### config.mk
export PLATFORM = sky130hd
export DESIGN_NAME = array3d_index_ctrl
export DESIGN_NICKNAME = d
export VERILOG_FILES = /design/src/rtl/array3d_index_ctrl.sv
export SDC_FILE = /design/constraint.sdc
export NUM_CORES = 2
export LEC_CHECK = 0
export CAP_MARGIN = 30
export CORE_ASPECT_RATIO = 1.75
export CORE_UTILIZATION = 25
export CTS_CLUSTER_SIZE = 40
export DETAILED_ROUTE_END_ITERATION = 10
export GPL_TIMING_DRIVEN = 0
export SLEW_MARGIN = 20
export SYNTH_ARGS = -nofsm -noshare
export SYNTH_HDL_FRONTEND = slang
export SYNTH_SLANG_ARGS = --single-unit
### constraint.sdc
create_clock -name clk -period 39.9 [get_ports clk]
set_clock_uncertainty 0.2 [all_clocks]
set_input_delay 11.97 -clock clk [delete_from_list [all_inputs] [get_ports clk]]
set_output_delay 11.97 -clock clk [all_outputs]
set_load 0.01 [all_outputs]
### src/rtl/array3d_index_ctrl.sv
// Subscript sequencer for a D0 x D1 x D2 element array: evaluates three
// pos-relative subscripts left to right, then reads the addressed element.
module array3d_index_ctrl #(
  parameter int D0 = 2,
  parameter int D1 = 3,
  parameter int D2 = 4,
  parameter int DW = 32,
  parameter int PW = 8
) (
  input  logic                                 clk,
  input  logic                                 rst,
  input  logic                                 cmd_valid,
  output logic                                 cmd_ready,
  input  logic                                 cmd_gate,
  input  logic                                 cmd_pos_load,
  input  logic [PW-1:0]                        cmd_pos,
  input  logic [8:0]                           cmd_op,
  input  logic [3*PW-1:0]                      cmd_const,
  output logic                                 rsp_valid,
  input  logic                                 rsp_ready,
  output logic [DW-1:0]                        rsp_data,
  output logic [PW-1:0]                        rsp_pos,
  output logic                                 rsp_err,
  input  logic                                 wr_en,
  input  logic [$clog2(D0*D1*D2)-1:0]          wr_addr,
  input  logic [DW-1:0]                        wr_data
);

  localparam int unsigned N  = D0 * D1 * D2;
  localparam int unsigned AW = $clog2(N);

  typedef enum logic [2:0] {IDLE, IDX0, IDX1, IDX2, READ, RESP} state_t;

  state_t           state_q, state_d;
  logic [PW-1:0]    pos_q;
  logic [8:0]       op_q;
  logic [3*PW-1:0]  const_q;
  logic [PW-1:0]    i0_q, i1_q, i2_q;
  logic             err_q;
  logic [DW-1:0]    mem [N];

  logic [2:0]       cur_op;
  logic [PW-1:0]    cur_const;
  logic [PW-1:0]    pos_n;
  logic [PW-1:0]    idx;
  int unsigned      dsize;
  logic             idx_oor;
  logic [AW-1:0]    rd_addr;

  assign cmd_ready = (state_q == IDLE);
  assign rsp_valid = (state_q == RESP);

  always_ff @(posedge clk or posedge rst) begin
    if (rst) state_q <= IDLE;
    else     state_q <= state_d;
  end

  always_comb begin
    state_d = state_q;
    case (state_q)
      IDLE: if (cmd_valid) state_d = cmd_gate ? IDX0 : RESP;
      IDX0: state_d = IDX1;
      IDX1: state_d = IDX2;
      IDX2: state_d = READ;
      READ: state_d = RESP;
      RESP: if (rsp_ready) state_d = IDLE;
      default: state_d = IDLE;
    endcase
  end

  // Select the op/constant/dimension for the subscript being evaluated now.
  always_comb begin
    cur_op    = 3'b000;
    cur_const = '0;
    dsize     = 32'(D0);
    case (state_q)
      IDX0: begin cur_op = op_q[2:0]; cur_const = const_q[PW-1:0];      dsize = 32'(D0); end
      IDX1: begin cur_op = op_q[5:3]; cur_const = const_q[2*PW-1:PW];   dsize = 32'(D1); end
      IDX2: begin cur_op = op_q[8:6]; cur_const = const_q[3*PW-1:2*PW]; dsize = 32'(D2); end
      default: ;
    endcase
  end

  always_comb begin
    pos_n = pos_q;
    idx   = pos_q;
    case (cur_op)
      3'b001: pos_n = pos_q + 1'b1;
      3'b010: begin pos_n = pos_q + 1'b1; idx = pos_n; end
      3'b011: pos_n = pos_q - 1'b1;
      3'b100: begin pos_n = pos_q - 1'b1; idx = pos_n; end
      3'b101: idx = cur_const;
      default: ;
    endcase
  end

  assign idx_oor = idx[PW-1] || (32'(idx) >= dsize);

  // Only meaningful when all subscripts are in range, so truncation is safe.
  assign rd_addr = (AW'(i0_q) * AW'(D1) + AW'(i1_q)) * AW'(D2) + AW'(i2_q);

  always_ff @(posedge clk or posedge rst) begin
    if (rst) begin
      pos_q    <= '0;
      op_q     <= '0;
      const_q  <= '0;
      i0_q     <= '0;
      i1_q     <= '0;
      i2_q     <= '0;
      err_q    <= 1'b0;
      rsp_data <= '0;
      rsp_pos  <= '0;
      rsp_err  <= 1'b0;
    end else begin
      case (state_q)
        IDLE: if (cmd_valid) begin
          op_q    <= cmd_op;
          const_q <= cmd_const;
          err_q   <= 1'b0;
          if (cmd_pos_load) pos_q <= cmd_pos;
          if (!cmd_gate) begin
            rsp_data <= '0;
            rsp_err  <= 1'b0;
            rsp_pos  <= cmd_pos_load ? cmd_pos : pos_q;
          end
        end
        IDX0, IDX1, IDX2: begin
          pos_q <= pos_n;
          err_q <= err_q | idx_oor;
          if (state_q == IDX0) i0_q <= idx;
          if (state_q == IDX1) i1_q <= idx;
          if (state_q == IDX2) i2_q <= idx;
        end
        READ: begin
          rsp_data <= err_q ? '0 : mem[rd_addr];
          rsp_err  <= err_q;
          rsp_pos  <= pos_q;
        end
        default: ;
      endcase
    end
  end

  always_ff @(posedge clk or posedge rst) begin
    if (rst) begin
      for (int unsigned k = 0; k < N; k++) mem[k] <= DW'(k);
    end else if (wr_en && (32'(wr_addr) < N)) begin
      mem[wr_addr] <= wr_data;
    end
  end

endmodule

==> metrics.md <==
| Metric | Value |
|---|---|
| TritonRoute pass-1 iters | 11 |
| NumNets Final | 2948 |
| Tcrit/Tclk final | 38.2% |
| Layout Utilization | 30.1% |
| Vias/cell | 4.74 |
| FF/Latch Area | 0.0217 mm^2 |
| Post-synthesis register bit count | 865 |
| DRT antenna net count | 0 |
| Tot GR Track Use | 15.0% |
| Unique masters post-synth | 60 |
| Buffers on Ports | 126 |
| Most frequent CP cell | clkbuf_1 |
| Avg Cell Area, Syn | 15.3 um^2 |
| Drt drc | 34 |
| Number of setup buffers added after CTS | 0 |
| Final worst slack | 24.68 ns |
| RSZ-0062 raised after global routing | false |
| Routed length per instance | 23.8 um |
| Die X | 302 um |
| CP endpoint kind | primary output |
| CP required | 27.73 ns |
| Largest net degree at the start of global routing | 107 |
| Grt total ovfl | 0 |
| Total Wirelength | 118000 um |
| Crit path cell chain | clkbuf_1, clkbuf_1, buf_1, and3b_1, clkdlybuf4s50_1 |
| CTS sink cnt | 865 |
| CP delay by family, top | buffers and inverters |
| Final-report setup violation count | 0 |
| Post-synth EDFFs | 0 |
| Post-CTS sizing | 0 |
| HPWL Detailed | 84900 um |
| F_max | 65.7 MHz |
| Initial detailed-routing violation count | 1438 |
| HP Class | flip-flop to flip-flop |
| TNS Setup | 0 ns |
| Post-synthesis net count | 2672 |
| H-tree depth | 3 |
| Final GP Congestion | 0.811 |
| Max-slew headroom | 31.2% |
| CTS Hold Buffers Added | 0 |
| Synthesis-to-layout area growth | 19.5% |
| CP Class | flip-flop to primary output |
| Die area | 0.159 mm^2 |
| # rows | 192 |
| Sequential element share of the synthesized area | 55.1% |
| Post-Syn Instances | 2577 |
| Maximum vdd drop | 0.000104 V |
| Post-synth top area share | 51.7% |
| CTS tree | done |
| Leakage | 20.5 nW |
| Multi-input gate area | 0.0167 mm^2 |
| Root Buffer | clkbuf_16 |
| Boundary Pins | 128 |
| Max Cap Violations | 0 |
| Global-route wire length before repair | 175000 um |
| Crit path buf inv count | 4 |
| Fill cells | 15500 |
| CTS buffer count | 83 |
| Final hold vios | 0 |
| CORE AREA | 0.156 mm^2 |
| Mapped Area | 0.0394 mm^2 |
| Crit-path max FO | 10 |
| Failing checks | DRC |
| Floorplan die height | 527 um |
| Asr flop ratio synth | 100% |
| Area contributors post-synth | dfrtp_1 52%, mux2_2 23%, mux4_2 11% |
| Starting Density | 25.2% |
| CP Launch Type | flip-flop |
| Status | finished with violations |
| Worst slew pin tran | 1.03 ns |
| Largest stage delay, worst path | 0.54 ns |
| Vias in the first global route | 25800 |
| Final Max Tran Viols | 0 |
| Ys flop type | dfrtp_1 |
| Tmin final | 15.22 ns |
| Clock latency on the worst-skew pair | 0.68 ns |
| CTS max path bufs | 3 |
| CP Data Arrival Time | 3.05 ns |
| Placed cell area | 0.0441 mm^2 |
| Slowest cell on the critical path | clkdlybuf4s50_1 |
| Layout cells sized above 1 | 44.7% |
| Total power | 0.00348 W |
| Post-route cell area | 0.0471 mm^2 |
| Leading area contributor after synthesis | dfrtp_1 |
| Vias | 23500 |
| Clk pin slew, worst setup/hold paths | 0.06 ns |
| Cell area power density | 74.0 mW/mm^2 |
| Synth warn | 0 |
| Pre-CTS setup slack | 24.18 ns |
| Antenna violations before repair | 12 |
## registers in the layout, summed over array words and instances (netlist names)
| signal | flops |
|---|---|
| rsp_err | 1 |
| i1_q | 3 |
| err_q | 1 |
| state_q | 3 |
| op_q | 9 |
| const_q | 24 |
| rsp_data | 32 |
| i0_q | 3 |
| pos_q | 8 |
| mem | 768 |
| rsp_pos | 8 |
| i2_q | 5 |
## where the power goes
| group | internal (W) | switching [W] | total (W) |
|---|---|---|---|
| clock | 0.000473 | 0.000360 | 0.000834 |
| combinational | 0.000658 | 0.000829 | 0.00149 |
| sequential | 0.00107 | 0.0000969 | 0.00116 |
| total | 0.00220 | 0.00129 | 0.00348 |
## area by class of cell
cell class | count | area share [%]
diodes | 7 | 0.0372
multi-input cells | 1458 | 35.5
well taps | 2037 | 5.42
flip-flops and latches | 865 | 46.1
clock buffers | 117 | 5.07
clock inverters | 35 | 1.01
inverters | 18 | 0.160
repair buffers | 191 | 4.65
plain buffers | 236 | 2.02
## Yosys cell counts (all sizes together), types with 3 or more instances
master   number
a211o         3
a211oi        3
a21boi        3
a21o          6
a21oi        46
a22o          4
a2bb2oi       3
a31oi         7
and3          5
and3b         3
buf          96
clkbuf      140
dfrtp       813
dfstp        52
ha            8
inv          18
mux2        809
mux2i       113
mux4        192
nand2        53
nand2b        4
nand3         5
nand3b        3
nand4         4
nor2         55
nor2b         8
nor3          8
nor3b         8
o211ai        7
o21ai        20
o221ai       34
or4           4
xnor2         8
xor2          4
## cells in the final DEF (no fill, tap or decap), drive strengths merged, types with 15 or more instances in the layout
cell,Yosys,layout
mux4,192,192
dfstp,52,52
inv,18,24
a21oi,46,46
o21ai,20,20
clkbuf,140,257
dfrtp,813,813
o221ai,34,34
buf,96,161
clkinv,0,15
nand2,53,53
clkdlybuf4s50,0,126
nor2,55,55
mux2i,113,113
mux2,809,809
## metrics by stage
stage                     hold slack (ns)  instances
final                               0.279       4964
after global routing                0.309       4958
after CTS                           0.289       4953
after detailed placement            0.273       4801
after global placement              0.273       4740
after floorplan                     0.250       2577
## worst reg2reg max path, cell delays in order (launching register included)
cell	delay (ns)
dfrtp_1	0.43
buf_6	0.17
mux2i_1	0.15
a211oi_2	0.71
or3_1	0.21
buf_2	0.19
o21ai_0	0.22
o221ai_1	0.74
inv_1	0.12
ha_1	0.33
a21o_1	0.16
a211o_1	0.33
o41ai_1	0.34
a31oi_1	0.10
## worst paths after layout
check,startpoint,end,slack (ns),cells past startpoint
setup / recovery,state_q[2],rsp_valid,24.68,5
hold / removal,rsp_pos[4],rsp_pos[4],0.28,2
setup reg to reg,state_q[1],err_q,35.37,13
hold reg to reg,rsp_pos[4],rsp_pos[4],0.28,2
max in group asynchronous,rst,mem[617],25.35,7
min in group asynchronous,rst,pos_q[5],11.39,2
## layer usage
layer | global-route usage (%) | share of wire (%) | vias up
li1 | - | - | 10100
met1 | 16.7 | 37 | 12600
met2 | 27.5 | 53 | 594
met3 | 2.55 | 4.9 | 252
met4 | 6.78 | 4.5 | 18
met5 | 0 | 0.10 | -
## logic make-up (layout without fill, tap and decap cells)
group                      count (synthesis)  count (layout)  synth area share, %
muxes                                   1114            1114                 37.0
xor gates and xnor gates                  12              12                0.267
and+or+nand+nor                          166             166                 2.04
DFF                                      865             865                 55.1
buffers and inverters                    254             597                 2.46
adders and majority gates                 10              10                0.356
AOI/OAI and AO/OA                        156             156                 2.77
other                                      0               7                    0
Power figures use the tool's default switching activity.
